## src/rtl/cache_pkg.sv

```systemverilog
// ============================================================================
//  Module   : cache_pkg
//  Purpose  : Shared geometry, FSM state type and address helpers for the
//             l1_cache_ctrl controller and its tag/data array.
//  Ports    : none (package)
//  Options  : none here; the top honours the L1_STATS_EN macro.
//  Revision : 1.0 - initial release
// ============================================================================
`default_nettype none

package cache_pkg;

   localparam int ADDR_W  = 11;
   localparam int DATA_W  = 8;
   localparam int LINES   = 16;
   localparam int INDEX_W = $clog2(LINES);
   localparam int TAG_W   = ADDR_W - INDEX_W;

   typedef enum logic [1:0] {
      IDLE   = 2'd0,
      LOOKUP = 2'd1,
      L2_REQ = 2'd2,
      RESP   = 2'd3
   } state_t;

   // Line index is the low address bits.
   function automatic logic [INDEX_W-1:0] get_index(input logic [ADDR_W-1:0] addr);
      return INDEX_W'(addr);
   endfunction

   // Tag is everything above the index.
   function automatic logic [TAG_W-1:0] get_tag(input logic [ADDR_W-1:0] addr);
      return TAG_W'(addr >> INDEX_W);
   endfunction

endpackage

`default_nettype wire

```

## src/rtl/l1_tag_data_array.sv

```systemverilog
// ============================================================================
//  Module   : l1_tag_data_array
//  Purpose  : Per-line valid bit, tag and data storage for a direct-mapped
//             cache. Combinational read, synchronous write; rst clears only
//             the valid bits.
//  Ports    : clk, rst          - clock, synchronous active-high clear of valids
//             rd_idx            - read line select
//             rd_valid/tag/data - contents of the selected line
//             wr_idx            - write line select
//             data_we, wr_data  - update data of an already-resident line
//             fill_we, wr_tag   - install line: data, tag and valid together
//  Revision : 1.0 - initial release
// ============================================================================
`default_nettype none

module l1_tag_data_array
   import cache_pkg::*;
(
   input  logic               clk,
   input  logic               rst,
   input  logic [INDEX_W-1:0] rd_idx,
   output logic               rd_valid,
   output logic [TAG_W-1:0]   rd_tag,
   output logic [DATA_W-1:0]  rd_data,
   input  logic [INDEX_W-1:0] wr_idx,
   input  logic               data_we,
   input  logic [DATA_W-1:0]  wr_data,
   input  logic               fill_we,
   input  logic [TAG_W-1:0]   wr_tag
);

   logic [LINES-1:0] valid_vec;
   logic [TAG_W-1:0]  tag_vec  [LINES];
   logic [DATA_W-1:0] data_vec [LINES];

   for (genvar i = 0; i < LINES; i++) begin : g_line
      logic              sel;
      logic              valid_q, valid_d;
      logic [TAG_W-1:0]  tag_q,   tag_d;
      logic [DATA_W-1:0] data_q,  data_d;

      assign sel = (wr_idx == INDEX_W'(i));

      always_comb begin
         valid_d = valid_q;
         tag_d   = tag_q;
         data_d  = data_q;
         if (sel && fill_we) begin
            valid_d = 1'b1;
            tag_d   = wr_tag;
         end
         if (sel && (fill_we || data_we)) begin
            data_d = wr_data;
         end
      end

      always_ff @(posedge clk) begin
         if (rst) begin
            valid_q <= 1'b0;
         end else begin
            valid_q <= valid_d;
         end
      end

      // Tag and data carry no reset; a cleared valid bit masks them.
      always_ff @(posedge clk) begin
         tag_q  <= tag_d;
         data_q <= data_d;
      end

      assign valid_vec[i] = valid_q;
      assign tag_vec[i]   = tag_q;
      assign data_vec[i]  = data_q;
   end

   assign rd_valid = valid_vec[rd_idx];
   assign rd_tag   = tag_vec[rd_idx];
   assign rd_data  = data_vec[rd_idx];

endmodule

`default_nettype wire

```

## src/rtl/l1_cache_ctrl.sv

```systemverilog
// ============================================================================
//  Module   : l1_cache_ctrl
//  Purpose  : Direct-mapped, write-through, no-write-allocate L1 controller.
//             One CPU request at a time; read misses fill from L2, all writes
//             are forwarded to L2 over a req/ack handshake.
//  Ports    : clk, rst                 - clock, synchronous active-high reset
//             ivalid/iRW/iaddress/iwrite_data - CPU request (iRW=1 read)
//             oready, odone            - accept strobe / one-cycle completion
//             oread_data               - read result, holds after odone
//             oL1miss, oL2miss         - miss status, valid through odone
//             ol2_req/we/addr/wdata    - L2 request, held until il2_ack
//             il2_ack/rdata/miss       - L2 completion, fill data, miss flag
//             ohit_count/omiss_count   - read hit/miss counters (L1_STATS_EN)
//  Options  : `define L1_STATS_EN adds saturating 16-bit read statistics.
//  Revision : 1.0 - initial release
// ============================================================================
`default_nettype none

module l1_cache_ctrl
   import cache_pkg::*;
(
   input  logic              clk,
   input  logic              rst,
   input  logic              ivalid,
   input  logic              iRW,
   input  logic [ADDR_W-1:0] iaddress,
   input  logic [DATA_W-1:0] iwrite_data,
   output logic              oready,
   output logic              odone,
   output logic [DATA_W-1:0] oread_data,
   output logic              oL1miss,
   output logic              oL2miss,
   output logic              ol2_req,
   output logic              ol2_we,
   output logic [ADDR_W-1:0] ol2_addr,
   output logic [DATA_W-1:0] ol2_wdata,
   input  logic              il2_ack,
   input  logic [DATA_W-1:0] il2_rdata,
   input  logic              il2_miss
`ifdef L1_STATS_EN
   ,
   output logic [15:0]       ohit_count,
   output logic [15:0]       omiss_count
`endif
);

   state_t              state_q,  state_d;
   logic [ADDR_W-1:0]   addr_q,   addr_d;
   logic                rw_q,     rw_d;
   logic [DATA_W-1:0]   wdata_q,  wdata_d;
   logic [DATA_W-1:0]   rdata_q,  rdata_d;
   logic                l1miss_q, l1miss_d;
   logic                l2miss_q, l2miss_d;
   logic                l2we_q,   l2we_d;

   logic                arr_valid;
   logic [TAG_W-1:0]    arr_tag;
   logic [DATA_W-1:0]   arr_rdata;
   logic                arr_data_we;
   logic                arr_fill_we;
   logic [DATA_W-1:0]   arr_wdata;
   logic                hit;

   assign hit = arr_valid && (arr_tag == get_tag(addr_q));

   l1_tag_data_array u_array (
      .clk      (clk),
      .rst      (rst),
      .rd_idx   (get_index(addr_q)),
      .rd_valid (arr_valid),
      .rd_tag   (arr_tag),
      .rd_data  (arr_rdata),
      .wr_idx   (get_index(addr_q)),
      // A reset edge must never install or modify a line.
      .data_we  (arr_data_we && !rst),
      .wr_data  (arr_wdata),
      .fill_we  (arr_fill_we && !rst),
      .wr_tag   (get_tag(addr_q))
   );

   always_comb begin
      state_d     = state_q;
      addr_d      = addr_q;
      rw_d        = rw_q;
      wdata_d     = wdata_q;
      rdata_d     = rdata_q;
      l1miss_d    = l1miss_q;
      l2miss_d    = l2miss_q;
      l2we_d      = l2we_q;
      arr_data_we = 1'b0;
      arr_fill_we = 1'b0;
      arr_wdata   = wdata_q;

      case (state_q)
         IDLE: begin
            if (ivalid && oready) begin
               addr_d  = iaddress;
               rw_d    = iRW;
               wdata_d = iwrite_data;
               state_d = LOOKUP;
            end
         end
         LOOKUP: begin
            if (rw_q) begin
               if (hit) begin
                  rdata_d = arr_rdata;
                  state_d = RESP;
               end else begin
                  l1miss_d = 1'b1;
                  l2we_d   = 1'b0;
                  state_d  = L2_REQ;
               end
            end else begin
               // Write-through: always forwarded; only a resident line is updated.
               arr_data_we = hit;
               l1miss_d    = !hit;
               l2we_d      = 1'b1;
               state_d     = L2_REQ;
            end
         end
         L2_REQ: begin
            if (il2_ack) begin
               l2miss_d = il2_miss;
               if (!l2we_q) begin
                  arr_fill_we = 1'b1;
                  arr_wdata   = il2_rdata;
                  rdata_d     = il2_rdata;
               end
               state_d = RESP;
            end
         end
         RESP: begin
            l1miss_d = 1'b0;
            l2miss_d = 1'b0;
            state_d  = IDLE;
         end
         default: state_d = IDLE;
      endcase
   end

   always_ff @(posedge clk) begin
      if (rst) begin
         state_q  <= IDLE;
         addr_q   <= '0;
         rw_q     <= 1'b0;
         wdata_q  <= '0;
         rdata_q  <= '0;
         l1miss_q <= 1'b0;
         l2miss_q <= 1'b0;
         l2we_q   <= 1'b0;
      end else begin
         state_q  <= state_d;
         addr_q   <= addr_d;
         rw_q     <= rw_d;
         wdata_q  <= wdata_d;
         rdata_q  <= rdata_d;
         l1miss_q <= l1miss_d;
         l2miss_q <= l2miss_d;
         l2we_q   <= l2we_d;
      end
   end

   assign oready     = (state_q == IDLE) && !rst;
   assign odone      = (state_q == RESP);
   assign oread_data = rdata_q;
   assign oL1miss    = l1miss_q;
   assign oL2miss    = l2miss_q;
   // Request and its fields come straight from state/latched registers, so
   // they stay stable until the ack edge moves the FSM to RESP.
   assign ol2_req    = (state_q == L2_REQ);
   assign ol2_we     = l2we_q;
   assign ol2_addr   = addr_q;
   assign ol2_wdata  = wdata_q;

`ifdef L1_STATS_EN
   logic [15:0] hit_cnt_q,  hit_cnt_d;
   logic [15:0] miss_cnt_q, miss_cnt_d;

   always_comb begin
      hit_cnt_d  = hit_cnt_q;
      miss_cnt_d = miss_cnt_q;
      if ((state_q == LOOKUP) && rw_q) begin
         if (hit) begin
            if (hit_cnt_q != 16'hFFFF) hit_cnt_d = hit_cnt_q + 16'd1;
         end else begin
            if (miss_cnt_q != 16'hFFFF) miss_cnt_d = miss_cnt_q + 16'd1;
         end
      end
   end

   always_ff @(posedge clk) begin
      if (rst) begin
         hit_cnt_q  <= '0;
         miss_cnt_q <= '0;
      end else begin
         hit_cnt_q  <= hit_cnt_d;
         miss_cnt_q <= miss_cnt_d;
      end
   end

   assign ohit_count  = hit_cnt_q;
   assign omiss_count = miss_cnt_q;
`endif

endmodule

`default_nettype wire
```

## config.mk

```make
export PLATFORM = sky130hd
export DESIGN_NAME = l1_cache_ctrl
export DESIGN_NICKNAME = d
export VERILOG_FILES = /design/src/rtl/cache_pkg.sv /design/src/rtl/l1_tag_data_array.sv /design/src/rtl/l1_cache_ctrl.sv
export SDC_FILE = /design/constraint.sdc
export NUM_CORES = 1
export LEC_CHECK = 0
export CAP_MARGIN = 20
export CORE_ASPECT_RATIO = 0.7
export CORE_UTILIZATION = 40
export CTS_BUF_LIST = sky130_fd_sc_hd__clkbuf_4 sky130_fd_sc_hd__clkbuf_8
export DETAILED_ROUTE_END_ITERATION = 6
export GPL_TIMING_DRIVEN = 1
export PLACE_DENSITY = 0.54
export SYNTH_ARGS = -nofsm -noshare
export SYNTH_HDL_FRONTEND = slang
export SYNTH_HIERARCHICAL = 1
export SYNTH_SLANG_ARGS = --single-unit
```

## constraint.sdc

```tcl
create_clock -name clk -period 10.5 [get_ports clk]
set_input_delay 3.15 -clock clk [delete_from_list [all_inputs] [get_ports clk]]
set_output_delay 3.15 -clock clk [all_outputs]
set_load 0.005 [all_outputs]
```

=== After elaboration in Yosys (flattened, before gate mapping) ===
Cells that the tools add are included.

* Register bits: 289
* Bits in latches: 0
* RAM bits: 0
* Bits in read-only memories: 0
* Input port bits: 33
* Output and inout port bits: 33
* Word-level logic and storage cells: 169
* Memories: 0

* Add/subtract/negate cells: 0
* $mul: 0
* Div/mod/pow operators: 0
* Order comparisons: 2
* Eq/ne operators: 26
* Shift operators: 0
* Muxes and demuxes: 33
* Bitwise logic cells: 1
* Reduce and logical (&&, ||, !) cells: 51

{| class="wikitable"
|+ Operators by type and width
! operator !! number
|-
| 8-bit 2-to-1 mux || 9
|-
| 1-bit logical AND || 37
|-
| 8-bit binary-select mux with 4-bit select || 1
|-
| 4-bit == test, second input constant || 8
|-
| 7-bit binary-select mux with 4-bit select || 1
|-
| 4-bit by 3-bit == test with 1-bit output, second input constant || 4
|-
| 8-bit case mux with 2 select lines || 1
|-
| 7-bit 2-to-1 mux || 2
|-
| 1-bit 2-to-1 mux || 12
|-
| 2-bit != test, second input constant || 5
|-
| 2-bit AND reduction || 5
|-
| 4-bit by 2-bit == test with 1-bit output, second input constant || 2
|-
| 2-bit case mux with 4 select lines || 1
|-
| 7-bit == test || 1
|-
| 2-bit 2-to-1 mux || 3
|-
| 2-bit nonzero test || 3
|-
| 5-bit greater-or-equal comparator, second input constant || 1
|-
| 4-bit by 5-bit less-than comparator with 1-bit output, second input constant || 1
|-
| 4-bit inverter with 5-bit output || 1
|-
| 5-bit AND reduction || 1
|-
| 1-bit binary-select mux with 4-bit select || 1
|-
| 2-bit == test, second input constant || 2
|-
| 4-bit by 1-bit == test with 1-bit output, second input constant || 1
|-
| 4-bit logical NOT || 1
|-
| 7 further kinds || 9
|}

=== Longest topological paths before layout ===
Gate-level depths: netlist of the first run.

* Depth in word-level cells: 11
* Mapped depth: 13
* Gate-level depth less buffers: 10

=== Modules after synthesis ===
Netlist of the first run, hierarchy kept.

{| class="wikitable"
|+ Modules (own cells, without submodules)
! module !! times used !! cells each !! area an instance (um^2) !! sequential area each (um^2)
|-
| l1_tag_data_array || 1 || 487 || 9,903.2 || 7,527.2
|-
| l1_cache_ctrl || 1 || 222 || 1,849.3 || 660.6
|}

=== Least setup slack after synthesis of the first run ===
No wires, ideal clock.

* Kind: in2out
* Start point: in rst
* End point: out oready
* Data arrival time: 3.285 ns
* Required time: 7.350 ns
* Path slack: 4.065 ns
* Stages: 1
* Buffers on the path: 0
* Path through: nor2b_1

* Cells in the longest elaborated chain, start to end: 2

{| class="wikitable"
|+ Ends and longest elaborated chain
! what !! RTL line !! RTL
|-
| start, declared || l1_cache_ctrl.sv:23 || <nowiki>input logic rst,</nowiki>
|-
| 1-bit logical NOT || l1_cache_ctrl.sv:163 || <nowiki>assign oready = (state_q == IDLE) && !rst;</nowiki>
|-
| 1-bit logical AND || l1_cache_ctrl.sv:163 ||
|-
| end, declared || l1_cache_ctrl.sv:28 || <nowiki>output logic oready,</nowiki>
|}

Every way passes these cells.

=== Worst setup path in the final report of the first run ===
Ends and elaborated chain as after synthesis.

==> results.json, run 1 <==
{
  "grt_max_degree": 78,
  "synth_warnings": 6,
  "crit_end": "oready",
  "finalClockSkew_ns": 0.0362,
  "io_buffers": 65,
  "nFillCells": 2485,
  "num_vias": 6596,
  "clockPowerShare_pct": 32.6,
  "nNetsFinal": 825,
  "relSlewSlack_pct": 27.1,
  "hold_class": "reg2reg",
  "synth_nets": 747,
  "seq_area_um2": 8190,
  "rsz0062_at_grt": "false",
  "clk_transition_reported_paths_ns": 0.06,
  "synth_seq_area_share_pct": 69.7,
  "start_kind": "input port",
  "post-route-drc-count": 0,
  "r2r-end": "u_array/g_line[5].data_q[7]$_DFFE_PP_",
  "synth_top_family_by_area": "multiplexers",
  "grt_use_total_pct": 18.1,
  "yosysTopAreaCellShare_pct": 61.3,
  "yosysMostFrequentCell": "edfxtp_1",
  "arrival_ns": 4.59,
  "p_leak_uw": 0.00439,
  "cts.sink_count": 289,
  "syn_inst": 709,
  "ir_drop_uv": 125,
  "viasPerCell": 5.52,
  "crit_fanout": 45,
  "synthSimpleGateAreaFrac_pct": 7.43,
  "timing.fmax_mhz": 129,
  "netlist.top_cell.by_area": "edfxtp_1",
  "fin_crit_ns": 7.74,
  "rows": 52,
  "end_kind": "output port",
  "antenna_found_initial": 0,
  "finalSetupViolations": 0,
  "cts-htree-levels": 2,
  "ys_seq_elements": 289,
  "seqPwrFrac_pct": 47.0,
  "sw_frac_of_total_pct": 27.7,
  "crit_type": "in2out",
  "async_reset_ff_share_pct": 0,
  "synth_compound_area_share_pct": 5.37,
  "synth_top_cells_by_count": "edfxtp_1 (240), nor2_1 (62), nand2_1 (58), mux4_2 (53), dfxtp_1 (49)",
  "r2r_start": "ol2_addr[1]$_SDFFE_PP0P_",
  "cts_setup_buffers": 0,
  "crit_start": "rst",
  "start_util_pct": 40.7,
  "internal-power_uw": 2120,
  "synth_edf_count": 240,
  "critPathRequiredTime_ns": 7.35,
  "status": "complete, no violations",
  "design_area_um2": 13600,
  "gp_congestion": 0.762,
  "clock_latency_ns": 0.57,
  "die_width_um": 207,
  "ys_top_cells_by_area": "edfxtp_1 (61%), mux4_2 (10%), dfxtp_1 (8.3%)",
  "muxShareOfSynthArea_pct": 14.1,
  "postCtsHoldBufs": 0,
  "finalMaxSlewViolations": 0,
  "io_pins": 66,
  "ys.flop_type": "edfxtp_1",
  "period_share_pct": 73.7,
  "yosys.area_share.xor_xnor_pct": 0.522,
  "wl_per_cell_um": 22.3,
  "fin_tns_setup_ns": 0,
  "synth_cell_types": 50,
  "coreArea_um2": 28900,
  "antennaDiodeCount": 0,
  "area_growth_pct": 16.1,
  "root_buffer": "clkbuf_8",
  "synthesis.area_um2": 11800,
  "final_hold_viol_count": 0,
  "cts-buffers-inserted": 44,
  "tritoncts": "built",
  "synth.avg_cell_area_um2": 16.6,
  "detail-route-antenna-nets": 0,
  "clock_path_buffers": 3,
  "comb_power_share_pct": 20.3,
  "first_global_vias": 6558,
  "die_area_um2": 30100,
  "synth_fa_ha_area_share_pct": 0.532,
  "drtIter0Drc": 611,
  "place.detailed.hpwl_um": 17000,
  "tightest_slew_ns": 1.09,
  "wirelength_um": 26700,
  "drv_cap": 0,
  "die_h_um": 145,
  "p_switching_uw": 813,
  "r2r_slack_ns": 4.98,
  "reg2regPathDepth": 11,
  "firstDrtPassIters": 7,
  "grt.overflow.total": 0,
  "grt_pass1_wl_um": 40200,
  "multiInputGateArea_um2": 3290,
  "cts_resized": 0,
  "place_area_um2": 12700,
  "drive_gt1_share_pct": 18.2,
  "power_density_nw_per_um2": 215
}
[placed cells by master (no fill, tap or decap), drive strengths merged, types with 15 or more instances in the layout]
| cell | synthesis | layout |
|---|---|---|
| edfxtp | 240 | 240 |
| clkdlybuf4s50 | 0 | 65 |
| mux4 | 64 | 64 |
| clkbuf | 26 | 63 |
| nor2 | 62 | 62 |
| nand2 | 58 | 58 |
| dfxtp | 49 | 49 |
| a22oi | 32 | 32 |
| o21ai | 22 | 22 |
| a21oi | 15 | 15 |
| buf | 21 | 15 |
[power by group through the flow]
stage | sequential (uW) | combinational [uW] | clock (uW)
5_1_grt | 1390 | 648 | 1030
2_1_floorplan | 1390 | 385 | 0
6_report | 1380 | 596 | 957
3_5_place_dp | 1410 | 600 | 0
3_3_place_gp | 1400 | 588 | 0
4_1_cts | 1380 | 603 | 982
[how the worst min path moves through the flow]
| stage | startpoint | end | slack (ns) | cells past startpoint |
|---|---|---|---|---|
| after floorplan | u_array/g_line[10].valid_q$_SDFFE_PP0P_ | u_array/g_line[10].valid_q$_SDFFE_PP0P_ | 0.43 | 2 |
| after global placement | u_array/g_line[3].valid_q$_SDFFE_PP0P_ | u_array/g_line[3].valid_q$_SDFFE_PP0P_ | 0.44 | 2 |
| after detailed placement | ol2_addr[6]$_SDFFE_PP0P_ | ol2_addr[6]$_SDFFE_PP0P_ | 0.45 | 2 |
| after CTS | ol2_addr[6]$_SDFFE_PP0P_ | ol2_addr[6]$_SDFFE_PP0P_ | 0.46 | 2 |
| after global routing | ol2_addr[6]$_SDFFE_PP0P_ | ol2_addr[6]$_SDFFE_PP0P_ | 0.49 | 2 |
| final | ol2_addr[6]$_SDFFE_PP0P_ | ol2_addr[6]$_SDFFE_PP0P_ | 0.46 | 2 |
[stage by stage]
step | total power [uW] | hold slack (ns) | utilization, % | setup WS (ns) | std cells
final | 2930 | 0.457 | 47.2 | 2.76 | 1196
after global routing | 3060 | 0.488 | 47.2 | 2.67 | 1196
after CTS | 2970 | 0.461 | 47.2 | 2.77 | 1196
after detailed placement | 2010 | 0.450 | 44.1 | 2.77 | 1119
after global placement | 1990 | 0.443 | 44.1 | 2.77 | 1119
after floorplan | 1780 | 0.431 | - | 4.06 | 709
[per-layer routing]
layer | share of wire [%] | track usage, % | vias to the layer above | routed length, um
met1 | 45 | 26.4 | 3367 | 12000
met2 | 47 | 27.5 | 205 | 12600
met5 | 0 | 0 | - | 0
met3 | 6.2 | 3.85 | 42 | 1660
li1 | - | - | 2982 | -
met4 | 1.7 | 4.89 | 0 | 464
[area by class of cell]
type,count,share of cell area (%)
inverters,6,0.165
well taps,378,3.47
repair buffers,80,5.59
multi-input cells,366,24.1
flip-flops and latches,289,60.0
clock buffers,63,5.57
clock inverters,14,1.05
[state kept, by name, summed over array words and instances, names as in the netlist]
signal	cells
ol2_wdata	8
oL1miss	1
ol2_we	1
rw_q	1
u_array/g_line.valid_q	16
ol2_addr	11
u_array/g_line.data_q	128
oL2miss	1
state_q	2
oread_data	8
u_array/g_line.tag_q	112
[cells by family (layout without fill, tap and decap cells)]
| family | Yosys count | count (layout) |
|---|---|---|
| AO/OA/AOI/OAI | 95 | 95 |
| flip-flops | 289 | 289 |
| XOR/XNOR | 7 | 7 |
| AND/OR/NAND/NOR | 178 | 178 |
| adder cells (fa/ha/maj) | 5 | 5 |
| multiplexers | 81 | 81 |
| buffers and inverters | 54 | 163 |
[worst max-delay path, stage by stage]
cell and delay [ns]:
clkdlybuf4s50_1 0.45, buf_4 0.39, nor2b_1 0.13, clkdlybuf4s50_1 0.47
Power figures use the tool's default switching activity.
==> run 2, diff against run 1 <==
--- a/config.mk
+++ b/config.mk
@@ -11,7 +11,7 @@
 export CTS_BUF_LIST = sky130_fd_sc_hd__clkbuf_4 sky130_fd_sc_hd__clkbuf_8
 export DETAILED_ROUTE_END_ITERATION = 6
 export GPL_TIMING_DRIVEN = 1
-export PLACE_DENSITY = 0.54
+export PLACE_DENSITY = 0.56
 export SYNTH_ARGS = -nofsm -noshare
 export SYNTH_HDL_FRONTEND = slang
 export SYNTH_HIERARCHICAL = 1
==> constraint.sdc (replaced) <==
create_clock -name clk -period 6.3 [get_ports clk]
set_input_delay 1.89 -clock clk [delete_from_list [all_inputs] [get_ports clk]]
set_output_delay 1.89 -clock clk [all_outputs]
set_load 0.005 [all_outputs]
==> results.json, run 2 (same netlist as run 1, synthesis figures left out) <==
{
  "hold_class": "reg2reg",
  "grt_use_total_pct": 18.2,
  "die_h_um": 145,
  "place_area_um2": 12700,
  "io_pins": 66,
  "grt_max_degree": 45,
  "r2r_slack_ns": 1.24,
  "post-route-drc-count": 0,
  "start_util_pct": 40.7,
  "clock_path_buffers": 3,
  "nNetsFinal": 820,
  "top_regs": "u_array/g_line.data_q (128), u_array/g_line.tag_q (112), u_array/g_line.valid_q (16)",
  "fin_cells": 1187,
  "clock_latency_ns": 0.55,
  "rsz0062_at_grt": "false",
  "largest_register_ff_count": 128,
  "grt_pass1_wl_um": 40300,
  "top_register": "u_array/g_line.data_q",
  "min_path_cells": 2,
  "postCtsHoldBufs": 0,
  "cts_setup_buffers": 0,
  "timing.fmax_mhz": 198,
  "ir_drop_uv": 167,
  "max_stage_delay_ns": 0.97,
  "path_common_cell": "nor2_1",
  "crit_type": "reg2reg",
  "arrival_ns": 5.22,
  "status": "complete, no violations",
  "end_kind": "flop",
  "first_global_vias": 6508,
  "clk_transition_reported_paths_ns": 0.06,
  "viasPerCell": 5.60,
  "tritoncts": "built",
  "finalClockSkew_ns": 0.0239,
  "drv_cap": 0,
  "crit_start": "ol2_addr[1]$_SDFFE_PP0P_",
  "rows": 52,
  "r2r_start": "ol2_addr[1]$_SDFFE_PP0P_",
  "drive_gt1_share_pct": 17.3,
  "power_density_nw_per_um2": 358,
  "final_common_cell": "edfxtp_1",
  "period_share_pct": 80.3,
  "reg2regPathDepth": 11,
  "path_depth": 11,
  "drtIter0Drc": 519,
  "crit_family": "simple AND/OR/NAND/NOR gates",
  "cts_resized": 0,
  "wirelength_um": 26900,
  "coreArea_um2": 28900,
  "gp_congestion": 0.823,
  "wl_per_cell_um": 22.7,
  "fin_tns_setup_ns": 0,
  "tightest_slew_ns": 0.981,
  "area_growth_pct": 15.8,
  "worstHoldStart": "u_array/g_line[14].valid_q$_SDFFE_PP0P_",
  "firstDrtPassIters": 5,
  "io_buffers": 65,
  "relSlewSlack_pct": 34.6,
  "place_ws_ns": 1.24,
  "final.setup.worst_slack_ns": 1.24,
  "design_area_um2": 13600,
  "antennaDiodeCount": 0,
  "die_area_um2": 30100,
  "finalMaxSlewViolations": 0,
  "critPathRequiredTime_ns": 6.47,
  "fin_crit_ns": 5.06,
  "cp_cell_sequence": "buf_4, mux4_2, a22oi_1, nand2_1, xnor2_1, nand4_1, or2_1, nor4b_1, nor2_1, or3b_2, nor2_1",
  "num_vias": 6652,
  "grt.overflow.total": 0,
  "place.detailed.hpwl_um": 17700,
  "cts.sink_count": 289,
  "slowest_stage": "dfxtp_2",
  "crit_fanout": 40,
  "finalSetupViolations": 0,
  "start_kind": "flop",
  "crit_buf_inv": 1,
  "p_leak_uw": 0.00437,
  "detail-route-antenna-nets": 0,
  "dp_cells": 1116,
  "antenna_found_initial": 1,
  "cts-buffers-inserted": 42,
  "root_buffer": "clkbuf_8",
  "die_width_um": 207,
  "crit_end": "u_array/g_line[4].data_q[1]$_DFFE_PP_",
  "cts-htree-levels": 2,
  "r2r-end": "u_array/g_line[4].data_q[1]$_DFFE_PP_",
  "layout_common_cells": "edfxtp_1 (240), clkdlybuf4s50_1 (65), nor2_1 (62), nand2_1 (58), mux4_2 (53)",
  "final_hold_viol_count": 0
}
## run 2: final cells by class
cell class	count	area, um^2
inverter	6	22.5
tap	378	473
clock buffer	57	728
fill	2450	15300
sequential	289	8190
timing repair buffer	77	744
clock inverter	14	163
multi-input combinational	366	3290
## run 2: where the power goes
part / internal, uW / leakage (uW) / switching [uW]
Sequential: 2230 / 0.00260 / 127
Combinational: 404 / 0.00130 / 520
Clock: 909 / 0.000468 / 682
## run 2: tightest hold or removal path, stage by stage, from the launching register on
cell     delay (ns)
dfxtp_1        0.33
a21oi_1        0.04
nor2_1         0.07
## run 2: worst min path at each step
stage / end
finish: u_array/g_line[14].valid_q$_SDFFE_PP0P_
CTS: u_array/g_line[14].valid_q$_SDFFE_PP0P_
floorplan: u_array/g_line[10].valid_q$_SDFFE_PP0P_
detailed placement: u_array/g_line[14].valid_q$_SDFFE_PP0P_
global route: ol2_wdata[5]$_SDFFE_PP0P_
global placement: u_array/g_line[14].valid_q$_SDFFE_PP0P_
## run 2: stage by stage
stage / util, % / power, uW / hold slack, ns
final: 47.1 / 4870 / 0.469
after global routing: 47.1 / 5080 / 0.500
after CTS: 47.1 / 4920 / 0.473
after detailed placement: 44.0 / 3330 / 0.456
after global placement: 44.0 / 3310 / 0.445
after floorplan: - / 2970 / 0.431
## run 2: routing by layer
metal	part of all wire (%)	track usage, %	vias to the layer above
met2	46	26.6	241
met1	46	27.2	3414
met5	0.063	0	-
li1	-	-	2952
met3	6.9	4.01	43
met4	1.6	5.51	2
==> run 3, diff against run 2 <==
--- a/config.mk
+++ b/config.mk
@@ -11,7 +11,7 @@
 export CTS_BUF_LIST = sky130_fd_sc_hd__clkbuf_4 sky130_fd_sc_hd__clkbuf_8
 export DETAILED_ROUTE_END_ITERATION = 6
 export GPL_TIMING_DRIVEN = 1
-export PLACE_DENSITY = 0.56
+export PLACE_DENSITY = 0.54
 export SYNTH_ARGS = -nofsm -noshare
 export SYNTH_HDL_FRONTEND = slang
 export SYNTH_HIERARCHICAL = 1
==> constraint.sdc (replaced) <==
create_clock -name clk -period 5.05 [get_ports clk]
set_input_delay 1.515 -clock clk [delete_from_list [all_inputs] [get_ports clk]]
set_output_delay 1.515 -clock clk [all_outputs]
set_load 0.005 [all_outputs]
==> results.json, run 3 (same netlist as run 1, synthesis figures left out) <==
{
  "final.setup.worst_slack_ns": 0.773,
  "comb_power_share_pct": 19.4,
  "grt_pass1_wl_um": 41000,
  "die_h_um": 145,
  "finalClockSkew_ns": 0.0254,
  "max_stage_delay_ns": 1.05,
  "die_area_um2": 30100,
  "status": "finished with violations",
  "timing.fmax_mhz": 234,
  "cts_setup_buffers": 0,
  "antenna_found_initial": 0,
  "end_kind": "flop",
  "post-route-drc-count": 3,
  "start_util_pct": 40.7,
  "seqPwrFrac_pct": 47.9,
  "clk_transition_reported_paths_ns": 0.07,
  "finalMaxSlewViolations": 0,
  "internal-power_uw": 4390,
  "num_vias": 6691,
  "rsz0062_at_grt": "false",
  "cp_cell_sequence": "mux4_2, a22oi_1, nand2_1, xnor2_1, nand4_1, or2_1, nor4b_1, nor2_1, or3b_2, nor2_1, buf_4",
  "relSlewSlack_pct": 27.8,
  "violations": "DRC",
  "coreArea_um2": 28900,
  "crit_start": "ol2_addr[1]$_SDFFE_PP0P_",
  "cts_resized": 0,
  "p_leak_uw": 0.00453,
  "final_common_cell": "edfxtp_1",
  "layout_common_cells": "edfxtp_1 (240), clkdlybuf4s50_1 (65), nor2_1 (62), nand2_1 (58), mux4_2 (53)",
  "period_share_pct": 84.7,
  "grt_max_degree": 45,
  "drv_cap": 0,
  "top_register": "u_array/g_line.data_q",
  "top_regs": "u_array/g_line.data_q (128), u_array/g_line.tag_q (112), u_array/g_line.valid_q (16)",
  "nNetsFinal": 849,
  "firstDrtPassIters": 7,
  "r2r_start": "ol2_addr[1]$_SDFFE_PP0P_",
  "largest_register_ff_count": 128,
  "fin_cells": 1224,
  "tightest_slew_ns": 1.08,
  "ir_drop_uv": 248,
  "crit_buf_inv": 1,
  "root_buffer": "clkbuf_8",
  "arrival_ns": 4.54,
  "drtIter0Drc": 461,
  "antennaDiodeCount": 0,
  "grt.overflow.total": 0,
  "slowest_stage": "dfxtp_2",
  "viasPerCell": 5.47,
  "post-route-util_pct": 47.9,
  "wl_per_cell_um": 21.7,
  "final_hold_viol_count": 0,
  "crit_fanout": 42,
  "clockPowerShare_pct": 32.7,
  "postCtsHoldBufs": 0,
  "drive_gt1_share_pct": 21.2,
  "dp_cells": 1142,
  "io_pins": 66,
  "first_global_vias": 6975,
  "finalSetupViolations": 0,
  "path_common_cell": "nor2_1",
  "wirelength_um": 26600,
  "fin_tns_setup_ns": 0,
  "tritoncts": "built",
  "crit_type": "reg2reg",
  "critPathRequiredTime_ns": 5.31,
  "grt_use_total_pct": 18.1,
  "place_ws_ns": 0.744,
  "io_buffers": 65,
  "sw_frac_of_total_pct": 27.4,
  "place.detailed.hpwl_um": 17500,
  "cts-htree-levels": 2,
  "clock_latency_ns": 0.57,
  "cts.sink_count": 289,
  "rows": 52,
  "clock_path_buffers": 3,
  "gp_congestion": 0.789,
  "die_width_um": 207,
  "worstHoldStart": "u_array/g_line[10].valid_q$_SDFFE_PP0P_",
  "area_growth_pct": 17.7,
  "hold_class": "reg2reg",
  "nFillCells": 2485,
  "p_switching_uw": 1660,
  "fin_crit_ns": 4.28,
  "crit_family": "simple AND/OR/NAND/NOR gates",
  "detail-route-antenna-nets": 0,
  "power_density_nw_per_um2": 437,
  "cts-buffers-inserted": 44,
  "start_kind": "flop"
}
[run 3: power groups by stage]
| stage | logic (uW) | registers, uW | clock network (uW) |
|---|---|---|---|
| after detailed placement | 1190 | 2950 | 0 |
| final | 1180 | 2900 | 1980 |
| after global placement | 1160 | 2950 | 0 |
| after CTS | 1190 | 2900 | 2030 |
| after floorplan | 801 | 2900 | 0 |
| after global routing | 1290 | 2910 | 2140 |
[run 3: per-stage QoR]
step,hold slack (ns),instance area [um^2],total power (uW)
2_1_floorplan,0.431,11800,3700
3_3_place_gp,0.448,12900,4110
3_5_place_dp,0.455,12900,4140
4_1_cts,0.472,13800,6130
5_1_grt,0.499,13800,6340
6_report,0.469,13800,6050
[run 3: path summary, 6_finish.rpt]
path | endpoint | slack (ns) | depth (start not counted)
setup / recovery | u_array/g_line[5].data_q[1]$_DFFE_PP_ | 0.77 | 11
hold / removal | u_array/g_line[10].valid_q$_SDFFE_PP0P_ | 0.47 | 2
setup reg to reg | u_array/g_line[5].data_q[1]$_DFFE_PP_ | 0.77 | 11
hold reg to reg | u_array/g_line[10].valid_q$_SDFFE_PP0P_ | 0.47 | 2
[run 3: tightest hold or removal path, cell delays in order (launching register included)]
cell and delay [ns]:
dfxtp_1 0.32, a21oi_1 0.04, nor2_1 0.07
[run 3: area by class of cell]
cell class                 instances  area (um^2)  area share [%]
tap                              378          473            3.42
inverter                           6         22.5           0.163
timing repair buffer             104          947            6.85
sequential                       289         8190            59.2
clock buffer                      71          833            6.02
multi-input combinational        366         3290            23.8
clock inverter                    10         75.1           0.543
[run 3: layer usage]
metal / wire length (um) / track usage [%] / share of wire (%) / vias up
met1: 12200 / 25.7 / 46 / 3444
li1: - / - / - / 3022
met2: 12800 / 28.6 / 48 / 189
met4: 408 / 4.71 / 1.5 / 0
met3: 1280 / 3.56 / 4.8 / 36
met5: 0 / 0 / 0 / -
